==> src/rtl/cdb_arbiter_if.sv <==
// Bundle between the producers (ALU, LSB), the CDB arbiter and the CDB snoopers.
// Handshake: a push is taken on a rising edge when *_valid=1, rdy=1, rollback=0 and the registered *_full was 0 in that cycle.
interface cdb_arbiter_if #(
  parameter int ROB_POS_W = 4,
  parameter int DATA_W    = 32
);
  logic                 alu_valid;
  logic [ROB_POS_W-1:0] alu_rob_pos;
  logic [DATA_W-1:0]    alu_val;
  logic                 alu_jump;
  logic [DATA_W-1:0]    alu_pc;
  logic                 alu_full;

  logic                 lsb_valid;
  logic [ROB_POS_W-1:0] lsb_rob_pos;
  logic [DATA_W-1:0]    lsb_val;
  logic                 lsb_full;

  logic                 cdb_valid;
  logic                 cdb_src;
  logic [ROB_POS_W-1:0] cdb_rob_pos;
  logic [DATA_W-1:0]    cdb_val;
  logic                 cdb_jump;
  logic [DATA_W-1:0]    cdb_pc;

  logic                 err_overflow;
  logic                 dbg_rr_ptr;

  modport master (
    output alu_valid, alu_rob_pos, alu_val, alu_jump, alu_pc,
    output lsb_valid, lsb_rob_pos, lsb_val,
    input  alu_full, lsb_full,
    input  cdb_valid, cdb_src, cdb_rob_pos, cdb_val, cdb_jump, cdb_pc,
    input  err_overflow, dbg_rr_ptr
  );

  modport slave (
    input  alu_valid, alu_rob_pos, alu_val, alu_jump, alu_pc,
    input  lsb_valid, lsb_rob_pos, lsb_val,
    output alu_full, lsb_full,
    output cdb_valid, cdb_src, cdb_rob_pos, cdb_val, cdb_jump, cdb_pc,
    output err_overflow, dbg_rr_ptr
  );
endinterface

==> src/rtl/cdb_arbiter.sv <==
// Round-robin result-bus arbiter: one FIFO per producer, one registered CDB broadcast per cycle.
// An empty FIFO offers a same-cycle push directly (bypass) so a lone result reaches the CDB next cycle.
module cdb_arbiter #(
  parameter int DEPTH     = 4,
  parameter int ROB_POS_W = 4,
  parameter int DATA_W    = 32
) (
  input  logic          clk,
  input  logic          rst,
  input  logic          rdy,
  input  logic          rollback,
  cdb_arbiter_if.slave  bus
);
  localparam int PTR_W = $clog2(DEPTH);
  localparam int CNT_W = $clog2(DEPTH + 1);
  localparam int ALU_W = ROB_POS_W + 2 * DATA_W + 1;
  localparam int LSB_W = ROB_POS_W + DATA_W;

  logic [ALU_W-1:0] alu_mem [DEPTH];
  logic [LSB_W-1:0] lsb_mem [DEPTH];

  logic [PTR_W-1:0] alu_head, alu_tail, lsb_head, lsb_tail;
  logic [CNT_W-1:0] alu_cnt, lsb_cnt, alu_cnt_next, lsb_cnt_next;
  logic             alu_full_q, lsb_full_q, err_q, rr_ptr, rr_next;

  logic                 cdb_valid_q, cdb_src_q, cdb_jump_q;
  logic [ROB_POS_W-1:0] cdb_rob_pos_q;
  logic [DATA_W-1:0]    cdb_val_q, cdb_pc_q;

  logic [ALU_W-1:0] alu_push_data, alu_cand_data;
  logic [LSB_W-1:0] lsb_push_data, lsb_cand_data;
  logic alu_push, lsb_push, alu_empty, lsb_empty, alu_cand, lsb_cand;
  logic grant_alu, grant_lsb, alu_pop, lsb_pop, alu_enq, lsb_enq;

  assign alu_push_data = {bus.alu_rob_pos, bus.alu_val, bus.alu_jump, bus.alu_pc};
  assign lsb_push_data = {bus.lsb_rob_pos, bus.lsb_val};

  // Pushes against a full FIFO are dropped even if that FIFO pops this cycle.
  assign alu_push  = rdy && !rollback && bus.alu_valid && !alu_full_q;
  assign lsb_push  = rdy && !rollback && bus.lsb_valid && !lsb_full_q;
  assign alu_empty = (alu_cnt == '0);
  assign lsb_empty = (lsb_cnt == '0);
  assign alu_cand  = !alu_empty || alu_push;
  assign lsb_cand  = !lsb_empty || lsb_push;
  assign alu_cand_data = alu_empty ? alu_push_data : alu_mem[alu_head];
  assign lsb_cand_data = lsb_empty ? lsb_push_data : lsb_mem[lsb_head];

  always_comb begin
    grant_alu = 1'b0;
    grant_lsb = 1'b0;
    rr_next   = rr_ptr;
    if (alu_cand && lsb_cand) begin
      grant_alu = !rr_ptr;
      grant_lsb = rr_ptr;
      rr_next   = !rr_ptr;
    end else if (alu_cand) begin
      grant_alu = 1'b1;
      rr_next   = 1'b1;
    end else if (lsb_cand) begin
      grant_lsb = 1'b1;
      rr_next   = 1'b0;
    end
  end

  assign alu_pop = grant_alu && !alu_empty;
  assign lsb_pop = grant_lsb && !lsb_empty;
  assign alu_enq = alu_push && !(grant_alu && alu_empty);
  assign lsb_enq = lsb_push && !(grant_lsb && lsb_empty);
  assign alu_cnt_next = alu_cnt + CNT_W'(alu_enq) - CNT_W'(alu_pop);
  assign lsb_cnt_next = lsb_cnt + CNT_W'(lsb_enq) - CNT_W'(lsb_pop);

  always_ff @(posedge clk) begin
    if (alu_enq) alu_mem[alu_tail] <= alu_push_data;
    if (lsb_enq) lsb_mem[lsb_tail] <= lsb_push_data;
  end

  always_ff @(posedge clk or posedge rst) begin
    if (rst) begin
      alu_head <= '0; alu_tail <= '0; alu_cnt <= '0; alu_full_q <= 1'b0;
      lsb_head <= '0; lsb_tail <= '0; lsb_cnt <= '0; lsb_full_q <= 1'b0;
      err_q <= 1'b0; rr_ptr <= 1'b0;
      cdb_valid_q <= 1'b0; cdb_src_q <= 1'b0; cdb_rob_pos_q <= '0;
      cdb_val_q <= '0; cdb_jump_q <= 1'b0; cdb_pc_q <= '0;
    end else if (rdy) begin
      if (rollback) begin
        alu_head <= '0; alu_tail <= '0; alu_cnt <= '0; alu_full_q <= 1'b0;
        lsb_head <= '0; lsb_tail <= '0; lsb_cnt <= '0; lsb_full_q <= 1'b0;
        rr_ptr <= 1'b0;
        cdb_valid_q <= 1'b0;
      end else begin
        if (alu_enq) alu_tail <= alu_tail + PTR_W'(1);
        if (alu_pop) alu_head <= alu_head + PTR_W'(1);
        if (lsb_enq) lsb_tail <= lsb_tail + PTR_W'(1);
        if (lsb_pop) lsb_head <= lsb_head + PTR_W'(1);
        alu_cnt    <= alu_cnt_next;
        lsb_cnt    <= lsb_cnt_next;
        alu_full_q <= (alu_cnt_next == CNT_W'(DEPTH));
        lsb_full_q <= (lsb_cnt_next == CNT_W'(DEPTH));
        if ((bus.alu_valid && alu_full_q) || (bus.lsb_valid && lsb_full_q)) err_q <= 1'b1;
        rr_ptr      <= rr_next;
        cdb_valid_q <= grant_alu || grant_lsb;
        if (grant_alu) begin
          cdb_src_q <= 1'b0;
          {cdb_rob_pos_q, cdb_val_q, cdb_jump_q, cdb_pc_q} <= alu_cand_data;
        end else if (grant_lsb) begin
          cdb_src_q <= 1'b1;
          {cdb_rob_pos_q, cdb_val_q} <= lsb_cand_data;
          cdb_jump_q <= 1'b0;
          cdb_pc_q   <= '0;
        end
      end
    end
  end

  assign bus.alu_full     = alu_full_q;
  assign bus.lsb_full     = lsb_full_q;
  assign bus.err_overflow = err_q;
  assign bus.dbg_rr_ptr   = rr_ptr;
  assign bus.cdb_valid    = cdb_valid_q;
  assign bus.cdb_src      = cdb_src_q;
  assign bus.cdb_rob_pos  = cdb_rob_pos_q;
  assign bus.cdb_val      = cdb_val_q;
  assign bus.cdb_jump     = cdb_jump_q;
  assign bus.cdb_pc       = cdb_pc_q;
endmodule

==> src/flat_wrapper.sv <==
// flat-port wrapper written by rule: the top's interface ports become plain ports
module cdb_arbiter_flat 
#(
  parameter int DEPTH     = 4,
  parameter int ROB_POS_W = 4,
  parameter int DATA_W    = 32
)
  (clk, rst, rdy, rollback, bus_alu_valid, bus_alu_rob_pos, bus_alu_val, bus_alu_jump, bus_alu_pc, bus_lsb_valid, bus_lsb_rob_pos, bus_lsb_val, bus_alu_full, bus_lsb_full, bus_cdb_valid, bus_cdb_src, bus_cdb_rob_pos, bus_cdb_val, bus_cdb_jump, bus_cdb_pc, bus_err_overflow, bus_dbg_rr_ptr);
  cdb_arbiter_if #(.ROB_POS_W(ROB_POS_W), .DATA_W(DATA_W)) bus_i ();
  input  logic clk;
  input  logic rst;
  input  logic rdy;
  input  logic rollback;
  input wire logic [$bits(bus_i.alu_valid)-1:0] bus_alu_valid;
  input wire logic [$bits(bus_i.alu_rob_pos)-1:0] bus_alu_rob_pos;
  input wire logic [$bits(bus_i.alu_val)-1:0] bus_alu_val;
  input wire logic [$bits(bus_i.alu_jump)-1:0] bus_alu_jump;
  input wire logic [$bits(bus_i.alu_pc)-1:0] bus_alu_pc;
  input wire logic [$bits(bus_i.lsb_valid)-1:0] bus_lsb_valid;
  input wire logic [$bits(bus_i.lsb_rob_pos)-1:0] bus_lsb_rob_pos;
  input wire logic [$bits(bus_i.lsb_val)-1:0] bus_lsb_val;
  output wire logic [$bits(bus_i.alu_full)-1:0] bus_alu_full;
  output wire logic [$bits(bus_i.lsb_full)-1:0] bus_lsb_full;
  output wire logic [$bits(bus_i.cdb_valid)-1:0] bus_cdb_valid;
  output wire logic [$bits(bus_i.cdb_src)-1:0] bus_cdb_src;
  output wire logic [$bits(bus_i.cdb_rob_pos)-1:0] bus_cdb_rob_pos;
  output wire logic [$bits(bus_i.cdb_val)-1:0] bus_cdb_val;
  output wire logic [$bits(bus_i.cdb_jump)-1:0] bus_cdb_jump;
  output wire logic [$bits(bus_i.cdb_pc)-1:0] bus_cdb_pc;
  output wire logic [$bits(bus_i.err_overflow)-1:0] bus_err_overflow;
  output wire logic [$bits(bus_i.dbg_rr_ptr)-1:0] bus_dbg_rr_ptr;
  assign bus_i.alu_valid = bus_alu_valid;
  assign bus_i.alu_rob_pos = bus_alu_rob_pos;
  assign bus_i.alu_val = bus_alu_val;
  assign bus_i.alu_jump = bus_alu_jump;
  assign bus_i.alu_pc = bus_alu_pc;
  assign bus_i.lsb_valid = bus_lsb_valid;
  assign bus_i.lsb_rob_pos = bus_lsb_rob_pos;
  assign bus_i.lsb_val = bus_lsb_val;
  assign bus_alu_full = bus_i.alu_full;
  assign bus_lsb_full = bus_i.lsb_full;
  assign bus_cdb_valid = bus_i.cdb_valid;
  assign bus_cdb_src = bus_i.cdb_src;
  assign bus_cdb_rob_pos = bus_i.cdb_rob_pos;
  assign bus_cdb_val = bus_i.cdb_val;
  assign bus_cdb_jump = bus_i.cdb_jump;
  assign bus_cdb_pc = bus_i.cdb_pc;
  assign bus_err_overflow = bus_i.err_overflow;
  assign bus_dbg_rr_ptr = bus_i.dbg_rr_ptr;
  cdb_arbiter #(.DEPTH(DEPTH), .ROB_POS_W(ROB_POS_W), .DATA_W(DATA_W)) u_core (.clk(clk), .rst(rst), .rdy(rdy), .rollback(rollback), .bus(bus_i));
endmodule
==> config.mk <==
export PLATFORM = sky130hd
export DESIGN_NAME = cdb_arbiter_flat
export DESIGN_NICKNAME = d
export VERILOG_FILES = /design/src/rtl/cdb_arbiter_if.sv /design/src/rtl/cdb_arbiter.sv /design/src/flat_wrapper.sv
export SDC_FILE = /design/constraint.sdc
export NUM_CORES = 1
export LEC_CHECK = 0
export ABC_AREA = 1
export BUFFER_PORTS_ARGS = -buffer_cell sky130_fd_sc_hd__buf_4
export CORE_UTILIZATION = 46
export CTS_CLUSTER_DIAMETER = 120
export DETAILED_ROUTE_END_ITERATION = 8
export PLACE_DENSITY = 0.75
export SETUP_SLACK_MARGIN = 0.4
export SLEW_MARGIN = 30
export SYNTH_ARGS = -nofsm -noshare
export SYNTH_HDL_FRONTEND = slang
export SYNTH_SLANG_ARGS = --single-unit
export TNS_END_PERCENT = 10
==> constraint.sdc <==
create_clock -name clk -period 6.1 [get_ports clk]
set_clock_uncertainty 0.15 [all_clocks]
set_input_delay 0.305 -clock clk [delete_from_list [all_inputs] [get_ports clk]]
set_output_delay 0.305 -clock clk [all_outputs]
set_load 0.03 [all_outputs]
Word level (Yosys, flattened, before mapping). Memory sizes are Yosys's and may differ from the RTL's. Index checks and enable logic that the tools add are counted.

Shift-type cells: 0. Add/sub/neg operators: 8. Reductions and logical operators: 41. Bitwise operators: 1. Multipliers: 0. Divide/modulo/power cells: 0. Mux-type cells: 38. Order comparisons: 0. Equality and inequality tests: 2.

Operators by type and width (count): $mux W32 (4); $mux W69 (1); $mux W36 (1); $mux W1 (20); $mux W2 (8); $logic_and A1 B1 Y1 (14); $reduce_and A2 Y1 (5); $reduce_bool A2 Y1 (5); $add A2 B1 Y2 const B (4); $logic_not A1 Y1 (8); $mux W4 (2); $add A3 B1 Y3 (2); $eq A3 B3 Y1 const B (2); $logic_not A3 Y1 (2); $mux W3 (2); $reduce_and A3 Y1 (2); $sub A3 B1 Y3 (2); $logic_or A1 B1 Y1 (4); $reduce_bool A4 Y1 (1); $not A1 Y1 (1).

Bits in read-only memories: 0. Memories: 2. Word-level logic and storage cells: 108. Bits in latches: 0. Register bits after elaboration: 89. Bits of input ports: 111. Bits in writable memories: 420. Output and inout port bits: 75.

Memory list: u_core.alu_mem (words 4, width 69, read ports 1, clocked after Yosys merged registers in 0, write ports 1, line cdb_arbiter.sv:19) `logic [ALU_W-1:0] alu_mem [DEPTH];`; u_core.lsb_mem (words 4, width 36, read ports 1, clocked after Yosys merged registers in 0, write ports 1, line cdb_arbiter.sv:20) `logic [LSB_W-1:0] lsb_mem [DEPTH];`.

Depth between registers and ports, before layout. Gate-level depths: netlist of the first run.

Word-level depth: 15. Mapped depth: 16. Depth with buffers taken out: 16.

Worst setup path before layout of the first run. No wires, ideal clock.

Path kind: register to register. Start point: reg u_core.lsb_full_q, in the netlist u_core.bus.lsb_full. End point: mem u_core.alu_mem[0][0] (netlist name) (enable). Setup slack: 1.466 ns. Arrival: 3.988 ns. Path buffers: 0. Data required time: 5.453 ns. Clock period less this slack: 4.634 ns. Library setup time: 0.497 ns. Cell stages (with the launch flop): 8. Cells stage by stage: dfrtp_1 -> nor2_1 -> nand2_1 -> nand2_1 -> nand2_1 -> nand3_1 -> nand2_1 -> nor2_1.

Word-level cells in the longest chain between the ends: 10.

RTL lines: start: declaration (line cdb_arbiter.sv:24) `logic alu_full_q, lsb_full_q, err_q, rr_ptr, rr_next;`; start signal: assignment (line cdb_arbiter.sv:98) `lsb_full_q <= (lsb_cnt_next == CNT_W'(DEPTH));`; $logic_not A1 Y1 (line cdb_arbiter.sv:40) `assign lsb_push = rdy && !rollback && bus.lsb_valid && !lsb_full_q;`; $logic_and A1 B1 Y1 (line cdb_arbiter.sv:40); $logic_or A1 B1 Y1 (line cdb_arbiter.sv:44) `assign lsb_cand = !lsb_empty || lsb_push;`; $logic_and A1 B1 Y1 (line cdb_arbiter.sv:52) `if (alu_cand && lsb_cand) begin`; $mux W1 (line cdb_arbiter.sv:52); $logic_and A1 B1 Y1 (line cdb_arbiter.sv:67) `assign alu_enq = alu_push && !(grant_alu && alu_empty);`; $logic_not A1 Y1 (line cdb_arbiter.sv:67); $logic_and A1 B1 Y1 (line cdb_arbiter.sv:67); $mux W1 (line cdb_arbiter.sv:73) `if (alu_enq) alu_mem[alu_tail] <= alu_push_data;`; $mux W1 (implied by the code) (line cdb_arbiter.sv:73); end: declaration (line cdb_arbiter.sv:19).

Every way passes these cells.

Worst setup path after layout of the first run.
Start point: reg u_core.alu_cnt[1]. End point: reg u_core.alu_full_q, in the netlist u_core.bus.alu_full.

Word-level cells in the longest chain between the ends: 12. Elaborated cells between the ends (all ways): 14. Classes of those cells: add/sub (2); eq/ne (1); mux (3); reduce/logical (8).

RTL lines: start: declaration (line cdb_arbiter.sv:23) `logic [CNT_W-1:0] alu_cnt, lsb_cnt, alu_cnt_next, lsb_cnt_next;`; start signal: assignment (line cdb_arbiter.sv:95) `alu_cnt <= alu_cnt_next;`; $logic_not A3 Y1 (line cdb_arbiter.sv:41) `assign alu_empty = (alu_cnt == '0);`; $logic_not A1 Y1 (line cdb_arbiter.sv:43, cdb_arbiter.sv:65); $logic_or A1 B1 Y1 (line cdb_arbiter.sv:43) `assign alu_cand = !alu_empty || alu_push;`; $mux W1 / $logic_and A1 B1 Y1 (equally long branches) (line cdb_arbiter.sv:56, cdb_arbiter.sv:52); $mux W1 (line cdb_arbiter.sv:52); $logic_and A1 B1 Y1 (line cdb_arbiter.sv:67); $logic_not A1 Y1 (line cdb_arbiter.sv:67); $logic_and A1 B1 Y1 (line cdb_arbiter.sv:67); $add A3 B1 Y3 (line cdb_arbiter.sv:69) `assign alu_cnt_next = alu_cnt + CNT_W'(alu_enq) - CNT_W'(alu_pop);`; $sub A3 B1 Y3 * (line cdb_arbiter.sv:69); $eq A3 B3 Y1 * (line cdb_arbiter.sv:97) `alu_full_q <= (alu_cnt_next == CNT_W'(DEPTH));`; $mux W1 * (line cdb_arbiter.sv:85) `if (rollback) begin`; end signal: assignment (line cdb_arbiter.sv:97); end: declaration (line cdb_arbiter.sv:24).

Every way passes the cells marked *; elsewhere a longest branch is shown, timed or not. A chain may end at the register's enable or synchronous reset.

==> run metrics, run 1 <==
asr flop ratio synth 17.5%; CP peak stage delay 510 ps; DRT Wirelength 52.9 mm; Cell variety after synth 27; Final WS setup 2670 ps; unrepaired setup endpoints after global routing no; Post-CTS Setup Bufs 0; WL/cell 18.5 um; Mapped Nets 2084; Die Height 217 um; global-route wire length before repair 81.6 mm; synth top area cells edfxtp_1, nand2_1, dfrtp_1, nor2_1, o21ai_0; fin cells 2864; cts bufs inserted 49; worst skew pair latency 570 ps; share of the synthesized area in the top cell type 59.4%; core area 45500 um2; Max Freq 291 MHz; Filler cells 3650; Worst Path Max Fanout 39; post-route cell area 25900 um2; Area Growth Syn to Fin 22.1%; Worst setup SP type flip-flop; drt first-iter violations 1654; Placed Area 23200 um2; CP arrival 3720 ps; Overflow after GRT 0; Routed Antenna Nets 0; fin crit period 3430 ps; CP Capture Type flip-flop; Hold-fix buffers, CTS 109; CTS Root Cell clkbuf_16; Final Setup Violations 0; Gates resized, CTS repair 0; cell breakdown of the critical path nor2_1, nand2_1, buf_4, nand2_1, inv_2, ha_1, inv_1, ha_1, inv_1, fa_1, o21ai_0, a21o_1, o22ai_1; cell area after synthesis 21200 um2; vias in the first global route 14700; Max VDD drop 0.000314 V; number of synthesized flops with an enable pin 420; Hold Crit Class primary input to flip-flop; Port Buffers 185; Final period util 56.3%; buffers plus inverters on the worst setup path 4; largest net degree at the start of global routing 97; final slew viol count 0; initial antenna violation count 8; Final Hold Viols 0; clock slew at reported path FFs 60 ps; Die X 217 um; Final Net Count 2343; hpwl dp 31.5 mm; all-layer global routing usage 22.2%; Syn Inst Count 1959; CTS tree done; Placed Cells incl. Taps 2658; drt pass-1 iters 5; Slew headroom 34.9%; total power draw 11.8 mW; routed vias 15300; total negative slack 0 ps; die area 47000 um2; FP Rows 78; commonest cells in the netlist nand2_1, edfxtp_1, nor2_1, o21ai_0, nand3_1; pwr/cell area 457 nW/um2; dpl ws 2750 ps; register area share after synthesis 69.9%; critical path's slowest cell inv_2; Worst EP required 6390 ps; most common cell in the synthesized netlist nand2_1; # IOs 186; Lkg Pwr 10.4 nW; CTS H-tree depth 2; Via-to-Cell Ratio 5.33; critical path's top delay family buffers and inverters; CTS max path bufs 3; Slew @ Worst Pin 977 ps; Clock Sinks 509; syn avg cell area 10.8 um2; outcome finished clean; final RePlAce weighted congestion 0.864; YS warnings 0; DRC viols 0; starting density of the core 46.7%; layout cells sized above 1 15.4%; Yosys reg bits 509; Max-cap violations 0; critical path class flip-flop to flip-flop; Post-synth top flop edfxtp_1; cell type with the largest total area after synthesis edfxtp_1
-- worst paths after layout --
kind                                                   start                             endpoint  slack [ps]  cells past startpoint
min                                            bus_lsb_valid  u_core.bus.err_overflow$_DFFE_PP0P_         100                      4
max reg2reg                    u_core.alu_cnt[1]$_DFFE_PP0P_      u_core.bus.alu_full$_DFFE_PP0P_        2670                     13
min in group asynchronous                                rst     u_core.bus.cdb_pc[1]$_DFFE_PP0P_         180                      3
max                            u_core.alu_cnt[1]$_DFFE_PP0P_      u_core.bus.alu_full$_DFFE_PP0P_        2670                     13
max in group asynchronous                                rst       u_core.alu_head[0]$_DFFE_PP0P_        4390                      4
min reg2reg                u_core.bus.cdb_pc[10]$_DFFE_PP0P_    u_core.bus.cdb_pc[10]$_DFFE_PP0P_         330                      2
-- placed cells by master, fill, tap and decap left out, types with 6 or more instances in the layout --
cell           instances
buf_4                204
clkbuf_1              13
clkbuf_16             50
clkinv_1               6
clkinv_2              10
dfrtp_1               85
dlygate4sd3_1        109
edfxtp_1             420
ha_1                  12
inv_1                 34
inv_2                  8
nand2_1              608
nand3_1              148
nor2_1               242
nor2_4                 6
o211ai_1              36
o21ai_0              161
o21ai_1               18
o22ai_1                6
or2_2                 36
-- flip-flops by register name (all words and copies together) (netlist names), 2 cells and up --
name,cells
u_core.bus.cdb_rob_pos,4
u_core.lsb_tail,2
u_core.lsb_cnt,3
u_core.alu_tail,2
u_core.lsb_mem,144
u_core.alu_cnt,3
u_core.alu_head,2
u_core.alu_mem,276
u_core.bus.cdb_pc,32
u_core.lsb_head,2
u_core.bus.cdb_val,32
-- metal layers --
layer | vias up | global-route usage (%) | share of wire [%]
li1 | 7174 | - | -
met1 | 7416 | 30.9 | 42
met2 | 577 | 35.8 | 48
met3 | 87 | 3.72 | 7.0
met4 | 4 | 7.02 | 2.6
met5 | - | 0 | 0.051
-- worst min-delay path, delay by kind of cell --
| family | cells | cell delay [ps] |
|---|---|---|
| buf+inv | 2 | 180 |
| compound gates | 2 | 290 |
-- metrics by stage --
step           utilization [%]  hold WS [ps]
2_1_floorplan                -           254
3_3_place_gp              50.8           194
3_5_place_dp              51.0           211
4_1_cts                   56.9          71.4
5_1_grt                   57.0          96.9
6_report                  57.0           103
-- report_power, final --
part / internal, mW / switching (mW)
sequential: 4.17 / 0.256
combinational: 1.35 / 3.08
clock: 1.69 / 1.29
-- kinds of logic (layout without fill, tap and decap cells) --
kind of cell             after synthesis  in the layout  synth area share [%]
adder cells (fa/ha/maj)               14             14                 0.896
AND/OR/NAND/NOR                     1050           1050                  20.0
other                                  0              5                     0
AO/OA/AOI/OAI                        226            226                  5.81
flip-flops                           509            509                  69.9
XOR/XNOR                               2              2                0.0826
buffers and inverters                158            458                  3.26
-- layout make-up --
type | count | area (um2) | area share, %
sequential | 509 | 14800 | 57.3
antenna | 5 | 12.5 | 0.0483
tap | 600 | 751 | 2.90
clock buffer | 67 | 1360 | 5.23
timing repair buffer | 321 | 2800 | 10.8
inverter | 45 | 174 | 0.671
multi-input combinational | 1292 | 5730 | 22.1
clock inverter | 25 | 238 | 0.918
No activity file was read; power rests on OpenSTA's default activity.
==> inputs of run 2 (changes only) <==
--- a/config.mk
+++ b/config.mk
@@ -10,7 +10,7 @@
 export CORE_UTILIZATION = 46
 export CTS_CLUSTER_DIAMETER = 120
 export DETAILED_ROUTE_END_ITERATION = 8
-export PLACE_DENSITY = 0.75
+export PLACE_DENSITY = 0.78
 export SETUP_SLACK_MARGIN = 0.4
 export SLEW_MARGIN = 30
 export SYNTH_ARGS = -nofsm -noshare
==> constraint.sdc (replaced) <==
create_clock -name clk -period 3.1 [get_ports clk]
set_clock_uncertainty 0.15 [all_clocks]
set_input_delay 0.155 -clock clk [delete_from_list [all_inputs] [get_ports clk]]
set_output_delay 0.155 -clock clk [all_outputs]
set_load 0.03 [all_outputs]
==> run metrics, run 2 (synthesized netlist as in run 1, its figures left out) <==
drt pass-1 iters 6 (was 5); WL/cell 18.8 um (was 18.5 um); Die X 217 um (unchanged); Max Freq 382 MHz; outcome finished clean (unchanged); core area 45500 um2 (unchanged); worst skew pair latency 590 ps (was 570 ps); DRT Wirelength 54.0 mm (was 52.9 mm); Port Buffers 185 (unchanged); Critical R2R Capture u_core.alu_cnt[1]$_DFFE_PP0P_ (was u_core.bus.alu_full$_DFFE_PP0P_); cts bufs inserted 49 (unchanged); # IOs 186 (unchanged); Lkg Pwr 10.5 nW (was 10.4 nW); final RePlAce weighted congestion 0.875 (was 0.864); Worst EP required 3390 ps (was 6390 ps); Slew @ Worst Pin 874 ps (was 977 ps); FP Rows 78 (unchanged); global-route wire length before repair 83.1 mm (was 81.6 mm); critical path class primary input to flip-flop (was flip-flop to flip-flop); commonest non-fill, non-tap cell in the layout nand2_1 (unchanged); pwr/cell area 910 nW/um2 (was 457 nW/um2); Routed Antenna Nets 0 (unchanged); number of flip-flops in the largest register 276 (unchanged); Clock Power Share 25.7% (was 25.2%); crit-path most repeated cell nand2_1; all-layer global routing usage 22.6% (was 22.2%); Overflow after GRT 0 (unchanged); buffers plus inverters on the worst setup path 6 (was 4); Slew headroom 41.7% (was 34.9%); Max-cap violations 0 (unchanged); P_sw 9.18 mW (was 4.62 mW); R2R depth 11 (was 13); most frequent cells in the layout nand2_1, edfxtp_1, nor2_1, buf_4, o21ai_0 (unchanged); Final Hold Viols 0 (unchanged); CP peak stage delay 580 ps (was 510 ps); drt first-iter violations 1824 (was 1654); routed vias 15500 (was 15300); layout cells sized above 1 16.2% (was 15.4%); CTS max path bufs 3 (unchanged); switch share 38.6% (was 39.0%); starting density of the core 46.7% (unchanged); die area 47000 um2 (unchanged); CTS H-tree depth 2 (unchanged); Final Setup Violations 0 (unchanged); DRC viols 0 (unchanged); Worst setup SP type primary input (was flip-flop); Worst Path Max Fanout 8 (was 39); Final Util 57.4% (was 57.0%); fin crit period 2620 ps; Hold Crit Class primary input to async pin (was primary input to flip-flop); Pint 14.6 mW (was 7.22 mW); total power draw 23.8 mW (was 11.8 mW); Reg-to-Reg Start u_core.alu_cnt[1]$_DFFE_PP0P_ (unchanged); critical path's slowest cell dlygate4sd3_1 (was inv_2); initial antenna violation count 5 (was 8); CP arrival 2910 ps (was 3720 ps); Die Height 217 um (unchanged); clock slew at reported path FFs 70 ps (was 60 ps); CP Capture Type flip-flop (unchanged); Max VDD drop 0.000591 V (was 0.000314 V); Final Net Count 2354 (was 2343); Largest regs u_core.alu_mem x276, u_core.lsb_mem x144 (unchanged); cell breakdown of the critical path dlygate4sd3_1, buf_6, inv_2, nor2_4, nand3_2, nand2_2, nand2_1, nand2_1, inv_2, ha_1, inv_1, ha_1, inv_1, fa_1, a21oi_1, nor2_1, nand2_1, o21ai_0 (was nor2_1, nand2_1, buf_4, nand2_1, inv_2, ha_1, inv_1, ha_1, inv_1, fa_1, o21ai_0, a21o_1, o22ai_1); vias in the first global route 15100 (was 14700); Biggest register u_core.alu_mem (unchanged); final slew viol count 0 (unchanged); critical path's top delay family buffers and inverters (unchanged); CTS Root Cell clkbuf_16 (unchanged); Area Growth Syn to Fin 23.0% (was 22.1%); largest net degree at the start of global routing 74 (was 97); Final period util 84.5%; Clock Sinks 509 (unchanged); unrepaired setup endpoints after global routing yes (was no); Flop pwr share 36.7% (was 37.4%); Gate power share 37.7% (was 37.4%); R2R setup slack 530 ps (was 2670 ps); hpwl dp 30.6 mm (was 31.5 mm); CTS tree done (unchanged); Via-to-Cell Ratio 5.40 (was 5.33)
## run 2: cell types whose count changed in the layout (fill, tap and decap cells not counted), moves of 3 or more
cell       delta
clkinv_1      +4
nand2_2       +3
clkbuf_1      -3
buf_16        -4
bufinv_16     +3
nand2_1       -4
buf_12        +7
buf_4         +6
clkinv_2      -3
## run 2: metrics by stage
step	setup slack [ps]	cells	area (um2)	hold WS (ps)	TNS (ps)
floorplan	-33.4	1959	21300	104	-4810
global placement	327	2657	23200	209	0
detailed placement	283	2657	23200	214	0
CTS	417	2859	26000	154	0
global route	375	2873	26100	174	0
finish	482	2873	26100	151	0
## run 2: cell type report
class	count	area, um2
fillers	3569	19400
flip-flops and latches	509	14800
multi-input cells	1292	5760
repair buffers	332	2900
clock buffers	64	1340
well taps	600	751
clock inverters	28	319
inverters	45	174
diodes	3	7.51
## run 2: worst register-to-register path: stages (launching register included)
cell     delay (ps)
dfrtp_2         430
nor2_2          100
nand2_2          80
inv_2            90
buf_12          210
nand3_1         210
nand2_4         190
inv_1           100
ha_1            200
inv_1            70
fa_1            440
o21ai_0         210
## run 2: what timing repair did
item                                    4_1_cts  5_1_grt
hold buffers                                110        0
endpoints found under the setup margin        3        9
hold endpoints to repair                    561        0
gates resized for setup                       3       14
gates cloned                                  0        0
pin swaps                                     0        2
buffers inserted                              0       11
## run 2: worst max-delay path by stage
stage	from	endpoint	slack, ps	cells past startpoint
2_1_floorplan	u_core.bus.alu_full$_DFFE_PP0P_	u_core.lsb_mem[0][0]$_DFFE_PP_	-30	7
3_3_place_gp	u_core.alu_cnt[1]$_DFFE_PP0P_	u_core.bus.alu_full$_DFFE_PP0P_	330	12
3_5_place_dp	u_core.alu_cnt[1]$_DFFE_PP0P_	u_core.alu_cnt[1]$_DFFE_PP0P_	280	11
4_1_cts	rdy	u_core.lsb_cnt[2]$_DFFE_PP0P_	420	18
5_1_grt	rdy	u_core.lsb_cnt[2]$_DFFE_PP0P_	370	18
6_report	rdy	u_core.lsb_cnt[2]$_DFFE_PP0P_	480	18
## run 2: per-layer routing
metal	up-vias	track usage (%)	share of wire, %
met2	708	36.3	48
met4	4	8.38	3.2
met1	7499	31.4	42
met3	121	3.24	6.9
li1	7182	-	-
met5	-	0	0.041
## run 2: power by group through the flow
| stage | clock (mW) | sequential (mW) | combinational, mW |
|---|---|---|---|
| detailed placement | 0 | 8.83 | 8.54 |
| global placement | 0 | 8.79 | 8.33 |
| finish | 6.10 | 8.71 | 8.95 |
| floorplan | 0 | 9.49 | 5.05 |
| CTS | 6.15 | 8.70 | 8.74 |
| global route | 6.41 | 8.78 | 9.79 |
